`config.mk`:
```
export PLATFORM = sky130hd
export DESIGN_NAME = vga_timing_gen
export DESIGN_NICKNAME = d
export VERILOG_FILES = /design/src/rtl/vga_timing_gen.sv
export SDC_FILE = /design/constraint.sdc
export NUM_CORES = 1
export LEC_CHECK = 0
export ABC_AREA = 1
export CAP_MARGIN = 20
export CELL_PAD_IN_SITES_DETAIL_PLACEMENT = 0
export CELL_PAD_IN_SITES_GLOBAL_PLACEMENT = 1
export CORE_ASPECT_RATIO = 0.8
export CORE_UTILIZATION = 39
export DETAILED_ROUTE_END_ITERATION = 7
export GPL_ROUTABILITY_DRIVEN = 0
export PLACE_DENSITY_LB_ADDON = 0.05
export SETUP_SLACK_MARGIN = 0.2
export SYNTH_ARGS = -nofsm -noshare
export SYNTH_HDL_FRONTEND = slang
export SYNTH_SLANG_ARGS = --single-unit
export TNS_END_PERCENT = 50
```
`constraint.sdc`:
```
create_clock -name clk -period 2 [get_ports clk]
set_input_delay 0.3 -clock clk [delete_from_list [all_inputs] [get_ports clk]]
set_output_delay 0.3 -clock clk [all_outputs]
set_load 0.1 [all_outputs]
```
`src/rtl/vga_timing_gen.sv`:
```
// vga_timing_gen: parametrised H/V raster timing core with registered decodes,
// pixel-clock enable, selectable sync polarity, event pulses and a frame counter.
module vga_timing_gen #(
   parameter int H_ACTIVE = 640,
   parameter int H_FP     = 16,
   parameter int H_SYNC   = 96,
   parameter int H_BP     = 48,
   parameter int V_ACTIVE = 480,
   parameter int V_FP     = 10,
   parameter int V_SYNC   = 2,
   parameter int V_BP     = 33,
   parameter int HS_POL   = 0,
   parameter int VS_POL   = 0,
   parameter int CW       = 11,
   parameter int FRAME_W  = 8
) (
   input  logic               clk,
   input  logic               clr,
   input  logic               pix_en,
   output logic               hsync,
   output logic               vsync,
   output logic               von,
   output logic [CW-1:0]      h,
   output logic [CW-1:0]      v,
   output logic               line_start,
   output logic               frame_start,
   output logic               vblank_start,
   output logic [FRAME_W-1:0] frame_cnt
);
   localparam logic [CW-1:0] HA  = CW'(H_ACTIVE);
   localparam logic [CW-1:0] HS0 = CW'(H_ACTIVE + H_FP);
   localparam logic [CW-1:0] HS1 = CW'(H_ACTIVE + H_FP + H_SYNC);
   localparam logic [CW-1:0] HL  = CW'(H_ACTIVE + H_FP + H_SYNC + H_BP - 1);
   localparam logic [CW-1:0] VA  = CW'(V_ACTIVE);
   localparam logic [CW-1:0] VS0 = CW'(V_ACTIVE + V_FP);
   localparam logic [CW-1:0] VS1 = CW'(V_ACTIVE + V_FP + V_SYNC);
   localparam logic [CW-1:0] VL  = CW'(V_ACTIVE + V_FP + V_SYNC + V_BP - 1);
   localparam logic HP = 1'(HS_POL);
   localparam logic VP = 1'(VS_POL);

   logic [CW-1:0] hc, vc;
   logic hw, vis_h, vis_v, top;

   always_comb begin
      hw    = hc == HL;
      vis_h = hc < HA;
      vis_v = vc < VA;
      top   = hc == '0;
   end

   // pulses self-clear every clk; everything else advances only on pix_en
   always_ff @(posedge clk or posedge clr) begin
      if (clr) begin
         hc           <= '0;
         vc           <= '0;
         h            <= '0;
         v            <= '0;
         von          <= 1'b0;
         hsync        <= ~HP;
         vsync        <= ~VP;
         line_start   <= 1'b0;
         frame_start  <= 1'b0;
         vblank_start <= 1'b0;
         frame_cnt    <= '0;
      end else begin
         line_start   <= 1'b0;
         frame_start  <= 1'b0;
         vblank_start <= 1'b0;
         if (pix_en) begin
            hc           <= hw ? '0 : hc + 1'b1;
            if (hw) vc   <= vc == VL ? '0 : vc + 1'b1;
            von          <= vis_h && vis_v;
            h            <= vis_h && vis_v ? hc : '0;
            v            <= vis_v ? vc : '0;
            hsync        <= hc >= HS0 && hc < HS1 ? HP : ~HP;
            vsync        <= vc >= VS0 && vc < VS1 ? VP : ~VP;
            line_start   <= top;
            frame_start  <= top && vc == '0;
            vblank_start <= top && vc == VA;
            if (top && vc == '0) frame_cnt <= frame_cnt + 1'b1;
         end
      end
   end
endmodule

```
==> run_results.csv, run 1 <==
group,metric,value,unit
logic_synthesis,yosysUniqueCellTypes,28,
timing,finClkSkew,8.794,ps
detailed_routing,wire_per_inst,13.58,um
detailed_routing,drc_errors,0,
clocking,cts_setup_buffers,0,
run_status,outcome,"complete, no violations",
setup_path,r2r_cells,7,
timing,period_share,80.76,%
placed_design,hpwl,4949,um
logic_synthesis,syn_area_per_cell,7.998,um2
setup_path,crit_chain,"ha_1 -> nand2_1 -> nor2_2 -> nand3_4 -> nor2_4 -> nand3_1 -> o21ai_1",
clocking,htreeDepth,3,
timing,fin_tns_setup,0,ps
logic_synthesis,syn_nets,378,
setup_path,cp.depth,7,
timing,slew_headroom,73.29,%
setup_path,cp_slowest_stage_delay,460,ps
global_route,first_global_vias,2336,
clocking,cts_root_buf,"clkbuf_8",
logic_synthesis,syn-cell-area,2959,um2
logic_synthesis,synth_common_cells,"107 x nand2_1, 56 x dfrtp_1, 38 x nor2_1",
clocking,hold_buffers,0,
setup_path,path_delay_family,"simple AND/OR/NAND/NOR gates",
power_and_ir_drop,vdd_drop_max,0.0004599,V
detailed_routing,drtIter0Drc,108,
finish,nets,424,
timing,slew_viol_final,0,
floorplanning,io_pins,39,
floorplanning,rows,28,
logic_synthesis,yosysSeqAreaShare,49.13,%
floorplanning,die_y,79.91,um
timing,rsz0062_at_grt,"no",
logic_synthesis,synthMostInstantiatedCell,"nand2_1",
setup_path,regToRegEndpoint,"vc[1]",
timing,tightest_slew,397.6,ps
placed_design,portBuffers,38,
finish,final_cells,511,
timing,fmax,0.6192,GHz
floorplanning,start_util,40.22,%
setup_path,critPathSlowestCell,"dfrtp_1",
clocking,clk_latency,340,ps
detailed_routing,routed_wl,6938,um
logic_synthesis,yosys_warnings,0,
hold_path,hp-class,"in2async",
global_route,track_usage,19.63,%
detailed_routing,routed_via_density,4.879,
finish,n_antenna_cell,0,
floorplanning,die_x,99.39,um
finish,syn_to_final_growth,22.20,%
clocking,cts.sinks,58,
floorplanning,die-area,7942,um2
finish,fin_util,49.15,%
logic_synthesis,synth_top_area_share,47.36,%
setup_path,critPathCaptureType,"register",
power_and_ir_drop,powerDensity,973.7,nW/um2
setup_path,path_buf_inv,0,
global_route,grt_overflow,0,
timing,fin_hold_ws,191.4,ps
clocking,cts.clk_slew.worst_paths,70,ps
clocking,cts-buffers-inserted,9,
logic_synthesis,yosys_most_used_dff,"dfrtp_1",
logic_synthesis,syn_inst,370,
job,maxCapViolCount,0,
floorplanning,core,7357,um2
timing,hold_viol,0,
logic_synthesis,synth_area_leaders,"dfrtp_1 47%, nand2_1 14%, nand3_1 5.6%",
setup_path,crit_fanout,11,
timing,setup_violations,0,
global_route,antenna_found_initial,0,
setup_path,r2r_slack,380,ps
power_and_ir_drop,leakage,1.758,nW
clocking,cts_tree,"yes",
logic_synthesis,yosysTopAreaCell,"dfrtp_1",
setup_path,cp-start-kind,"register",
clocking,cts_resized,0,
global_route,grt_max_degree,50,
logic_synthesis,synth_edf_count,0,
global_route,grt_pass1_wl,11760,um
finish,drive_gt1_share,19.95,%
detailed_routing,first_pass_iters,4,
detailed_routing,vias,2493,
detailed_routing,postRouteAntennaNets,0,
setup_path,r2r-start,"hc[0]",
placed_design,dp.cells,494,
timing,fin_crit,1615,ps
setup_path,critPathRequiredTime,2260,ps
clocking,clock_path_buffers,2,
setup_path,critPathArrivalTime,1880,ps
logic_synthesis,synthArstFlopShare,100.0,%
setup_path,path_class,"reg2reg",
logic_synthesis,synth-seq-cells,58,
-- placed cells by master, fill, tap and decap left out, types with 8 or more instances in the layout --
master    Yosys  final
nand3_1      33     33
inv_1        34     33
o31ai_1       8      8
inv_2         8      9
nand4_1       8      8
nand2_1     107    107
buf_4         1     41
dfrtp_1      56     54
nor3_1        8      8
o21ai_0      20     20
nor2_1       38     38
clkbuf_8      0      9
-- sequential cells by signal, indices dropped and copies added, names as in the netlist --
name,cells
vc,11
von,1
frame_start,1
hsync,1
vsync,1
vblank_start,1
frame_cnt,8
line_start,1
h,11
v,11
hc,11
-- report_power, final --
group          leakage (nW)  total, mW  switching, mW  internal [mW]
logic                 0.889      0.812          0.631          0.182
registers             0.755       1.40          0.114           1.28
clock network         0.114       1.31          0.485          0.827
-- cells by family (layout without fill, tap and decap cells) --
kind of cell,after synthesis,count (layout),synth area share (%)
simple gates,209,209,31.76
flops,58,58,49.13
buf+inv,53,104,7.484
compound gates,36,36,6.850
xor+xnor,9,9,2.664
fa+ha+maj,5,5,2.114
-- area by class of cell --
class,instances,area (um2)
Clock buffer,11,131.4
Tap cell,90,112.6
Sequential cell,58,1456
Clock inverter,5,102.6
Multi-Input combinational cell,259,1284
Timing Repair Buffer,45,367.9
Inverter,43,161.4
Fill cell,754,3741
-- metal layers --
metal  up-vias  GRT usage (%)  share of wire (%)
met2        55          29.17                 44
met5         -              0                  0
met1      1149          27.34                 50
met4         0          6.324                1.1
li1       1281              -                  -
met3         8          5.779                4.3
-- metrics by stage --
stage                     cell area, um2  setup WS, ps  power [mW]
after floorplan                     2962         148.2       2.030
after global placement              3362         144.3       2.233
after detailed placement            3362         129.9       2.237
after CTS                           3596         261.4       3.563
after global routing                3616         245.2       3.694
final                               3616         384.9       3.521
-- worst max-delay path by stage --
stage | start | endpoint | slack (ps)
global placement | pix_en | h[9] | 140
finish | hc[0] | vc[1] | 380
floorplan | clr | frame_cnt[0] | 150
CTS | vc[0] | frame_cnt[0] | 260
detailed placement | pix_en | h[8] | 130
global route | hc[0] | vc[7] | 250
Note: power is estimated with default switching activity, not from simulation.
==> inputs of run 2 (changes only) <==
Settings changed: CORE_UTILIZATION 39 to 37.
Clock period 2 ns to 1.4 ns, I/O delays scaled along.
==> run 2 against run 1 <==
Compared with the run above: the flow now finishes with violations (setup timing); combinational power rose by 130%; clock power rose by 23%; utilization rose by 14 points; die area rose by 5.3%; power rose by 54%; critical path depth rose by 2; first-iteration DRC count rose by 23%; fmax rose by 11%; sequential share of layout area fell by 9.5 points; global-route usage rose by 1.1 points; highest routed layer unchanged.
==> run_results.csv, run 2 (synthesis results as in run 1) <==
group,metric,value,unit
setup_path,critPathCaptureType,"register",
floorplanning,core,7567,um2
timing,fin_crit,1449,ps
timing,slew_headroom,78.23,%
setup_path,r2r_slack,-50,ps
clocking,htreeDepth,3,
timing,finClkSkew,12.46,ps
floorplanning,die_x,102.0,um
finish,final_common_cell,"nand2_1",
finish,syn_to_final_growth,62.28,%
placed_design,portBuffers,38,
timing,rsz0062_at_grt,"yes",
placed_design,hpwl,5559,um
detailed_routing,drtIter0Drc,133,
detailed_routing,routed_via_density,4.742,
global_route,grt_max_degree,29,
power_and_ir_drop,leakage,2.138,nW
floorplanning,io_pins,39,
finish,final_cell_mix,"92 x nand2_1, 46 x dfrtp_1, 44 x buf_4",
finish,num-fill-cells,661,
clocking,clk_latency,340,ps
run_status,violations,"setup timing",
placed_design,dp.cells,548,
timing,fmax,0.6902,GHz
detailed_routing,vias,2717,
timing,fin_hold_ws,187.3,ps
clocking,cts.clk_slew.worst_paths,70,ps
power_and_ir_drop,power,5.430,mW
detailed_routing,first_pass_iters,4,
detailed_routing,wire_per_inst,13.61,um
global_route,first_global_vias,2659,
finish,fin_area,4802,um2
clocking,clock_path_buffers,2,
finish,final_cells,573,
timing,hold_viol,0,
clocking,cts.sinks,58,
setup_path,cp-start-kind,"register",
detailed_routing,drc_errors,0,
floorplanning,start_util,39.10,%
timing,setup_violations,17,
run_status,outcome,"finished with violations",
placed_design,dp_slack,-363.1,ps
floorplanning,rows,28,
finish,nets,471,
power_and_ir_drop,powerDensity,1131,nW/um2
global_route,grt_overflow,0,
finish,drive_gt1_share,42.09,%
hold_path,hp-class,"in2async",
timing,fin_ws,-48.82,ps
detailed_routing,postRouteAntennaNets,0,
global_route,grt_pass1_wl,13020,um
clocking,cts_root_buf,"clkbuf_8",
setup_path,critPathArrivalTime,1680,ps
floorplanning,die-area,8361,um2
timing,tightest_slew,326.6,ps
job,maxCapViolCount,0,
floorplanning,die_y,81.99,um
global_route,track_usage,20.77,%
timing,slew_viol_final,0,
clocking,cts-buffers-inserted,9,
detailed_routing,routed_wl,7800,um
setup_path,crit_fanout,8,
power_and_ir_drop,vdd_drop_max,0.0007117,V
global_route,antenna_found_initial,0,
setup_path,path_class,"reg2reg",
placed_design,placed_area,4213,um2
finish,n_antenna_cell,0,
timing,period_share,103.5,%
setup_path,critPathRequiredTime,1630,ps
clocking,cts_tree,"yes",
## run 2: routing by layer
layer,GRT usage (%),wire length (um),vias to the layer above
li1,-,-,1381
met1,28.11,3835,1277
met2,32.01,3574,52
met3,6.213,323,7
met4,6.286,67,0
met5,0,0,-
## run 2: final timing paths
check	start	cells past startpoint	endpoint
max	hc[1]	9	frame_cnt[7]
min	clr	2	v[10]
max reg2reg	hc[1]	9	frame_cnt[7]
min reg2reg	v[9]	2	v[9]
max in group asynchronous	clr	3	vsync
min in group clk	pix_en	2	hc[0]
## run 2: critical path: stages, from the launching register on
cell	delay (ps)
dfrtp_1	410
inv_2	90
ha_4	140
nand2_4	60
nor2_4	110
nand3_2	90
nor2_4	180
nand2_4	120
nand2_2	90
nand2_1	50
## run 2: final cells by class
type                    instances  area, um2  share of cell area [%]
inverters                      43      165.2                   3.439
well taps                     105      131.4                   2.736
clock inverters                 4      50.05                   1.042
flip-flops and latches         58       1479                   30.80
multi-input cells             260       1593                   33.17
repair buffers                 91       1229                   25.59
clock buffers                  12      155.1                   3.231
## run 2: per-stage QoR
step / utilization, % / TNS [ps]
detailed placement: 55.67 / -11760
floorplan: - / 0
global route: 63.46 / -2882
finish: 63.46 / -423.6
global placement: 55.67 / -11290
CTS: 59.57 / -416.3
## run 2: where the power goes
group          total, mW  leakage, nW  switching, mW  internal [mW]
clock               1.61       0.0986          0.689          0.916
sequential          1.99        0.741          0.158           1.84
combinational       1.83         1.30           1.14          0.690
## run 2: timing repair
action,in CTS,in global routing
gates cloned,1,1
endpoints found under the setup margin,60,66
pin swaps,14,20
hold buffers,0,0
setup buffers,2,5
resized for setup,24,62
==> inputs of run 3 (changes only) <==
Settings changed: GPL_TIMING_DRIVEN set to 0.
==> run 3 against run 2 <==
Compared with the run above: the run still ends with setup timing left; sequential power is essentially flat; first-iteration DRC count fell by 29%; die area did not move; wire length rose by 0.68%; worst hold slack improved by 65 ps; clock-buffer cell count fell by 2; combinational power down 23%; via count down 2.3%; register-to-register slack got worse by 70 ps.
==> run_results.csv, run 3 (synthesis results as in run 1) <==
group,metric,value,unit
clocking,cts.sinks,58,
setup_path,path_class,"reg2reg",
floorplanning,die-area,8361,um2
timing,fin_tns_setup,-2145,ps
power_and_ir_drop,powerDensity,1156,nW/um2
power_and_ir_drop,vdd_drop_max,0.0006551,V
floorplanning,rows,28,
finish,layout.area.seq,1481,um2
placed_design,dp_slack,-456.5,ps
clocking,cts_tree,"yes",
setup_path,cp.depth,8,
timing,setup_violations,24,
global_route,antenna_found_initial,0,
setup_path,r2r_cells,8,
clocking,cts.clk_slew.worst_paths,70,ps
timing,tightest_slew,737.3,ps
floorplanning,io_pins,39,
finish,fin_area,4254,um2
timing,rsz0062_at_grt,"yes",
clocking,htreeDepth,3,
finish,syn_to_final_growth,43.76,%
finish,final_common_cell,"nand2_1",
global_route,grt_overflow,0,
setup_path,crit_fanout,5,
placed_design,placed_area,3535,um2
clocking,hold_buffers,0,
global_route,first_global_vias,2608,
timing,slew_viol_final,0,
timing,fin_ws,-122.1,ps
detailed_routing,wire_per_inst,14.10,um
hold_path,hp-class,"in2reg",
power_and_ir_drop,leakage,1.961,nW
setup_path,critPathCaptureType,"register",
detailed_routing,drc_errors,0,
finish,drive_gt1_share,38.27,%
placed_design,dp.cells,513,
finish,nets,455,
clocking,clock_path_buffers,2,
finish,n_antenna_cell,0,
finish,num-fill-cells,739,
detailed_routing,vias,2655,
clocking,cts_root_buf,"clkbuf_8",
global_route,grt_max_degree,34,
run_status,violations,"setup timing",
detailed_routing,drtIter0Drc,94,
detailed_routing,routed_via_density,4.767,
detailed_routing,postRouteAntennaNets,0,
finish,multi_input_area,1481,um2
finish,final_cell_mix,"93 x nand2_1, 44 x dfrtp_1, 31 x buf_6",
global_route,grt_pass1_wl,12700,um
floorplanning,die_x,102.0,um
detailed_routing,routed_wl,7853,um
job,maxCapViolCount,0,
timing,period_share,108.7,%
power_and_ir_drop,power,4.920,mW
detailed_routing,first_pass_iters,5,
floorplanning,core,7567,um2
timing,fmax,0.6570,GHz
setup_path,path_buf_inv,2,
finish,final_cells,557,
hold_path,whs_path_depth,3,
clocking,clk_latency,340,ps
timing,finClkSkew,9.043,ps
timing,fin_crit,1522,ps
timing,slew_headroom,50.74,%
floorplanning,start_util,39.10,%
placed_design,hpwl,5242,um
setup_path,critPathSlowestCell,"dfrtp_1",
global_route,track_usage,20.20,%
setup_path,cp_slowest_stage_delay,420,ps
clocking,cts-buffers-inserted,9,
setup_path,critPathArrivalTime,1750,ps
floorplanning,die_y,81.99,um
setup_path,critPathRequiredTime,1630,ps
timing,hold_viol,0,
setup_path,crit_chain,"ha_2 -> nand2_2 -> nor2_4 -> nand4_1 -> buf_6 -> buf_8 -> nand2_2 -> o21ai_2",
run_status,outcome,"finished with violations",
placed_design,portBuffers,37,
setup_path,timing.critical_path.mode_cell,"nand2_2",
setup_path,path_delay_family,"simple AND/OR/NAND/NOR gates",
setup_path,cp-start-kind,"register",
-- run 3: per-layer routing --
layer  global-route usage (%)  share of wire [%]  routed length, um  up-vias
li1                         -                  -                  -     1327
met1                    27.27                 48               3808     1259
met2                    31.54                 46               3599       55
met3                    4.851                3.8                298       14
met4                    7.429                1.9                147        0
met5                        0                  0                  0        -
-- run 3: path summary, 6_finish.rpt --
| path | slack, ps | to | startpoint |
|---|---|---|---|
| setup / recovery | -120 | vc[6] | hc[1] |
| setup reg to reg | -120 | vc[6] | hc[1] |
| max in group asynchronous | 430 | hsync | clr |
| min in group asynchronous | 350 | vc[0] | clr |
| hold reg to reg | 510 | h[0] | h[0] |
| hold / removal | 250 | hc[2] | pix_en |
-- run 3: where the power goes --
part           internal (mW)  leakage (nW)  switching, mW  total, mW
registers               1.84         0.739          0.178       2.02
logic                  0.412          1.13           1.00       1.41
clock network          0.809        0.0958          0.683       1.49
total                   3.06          1.96           1.86       4.92
-- run 3: final cells by class --
type / instances / area share [%]
multi-input cells: 259 / 34.82
inverters: 43 / 4.000
repair buffers: 66 / 17.26
clock inverters: 6 / 1.353
plain buffers: 10 / 1.647
well taps: 105 / 3.088
flip-flops and latches: 58 / 34.82
clock buffers: 10 / 3.000
-- run 3: per-stage QoR --
| stage | util (%) | hold slack, ps |
|---|---|---|
| 4_1_cts | 53.17 | 239.4 |
| 6_report | 56.22 | 252.2 |
| 5_1_grt | 56.22 | 261.3 |
| 2_1_floorplan | - | 302.4 |
| 3_5_place_dp | 46.71 | 472.8 |
| 3_3_place_gp | 46.45 | 464.8 |
-- run 3: worst reg2reg max path, delay by kind of cell (launching register included) --
kind	cells	cell delay [ps]
adder cells (fa/ha/maj)	1	220
buffers and inverters	2	290
AND/OR/NAND/NOR	4	430
flip-flops	1	420
AO/OA/AOI/OAI	1	50
-- run 3: timing repair --
item,CTS,global route
setup buffers,19,7
resized for setup,287,61
gates cloned,0,2
endpoints found under the setup margin,89,72
pin swaps,14,21
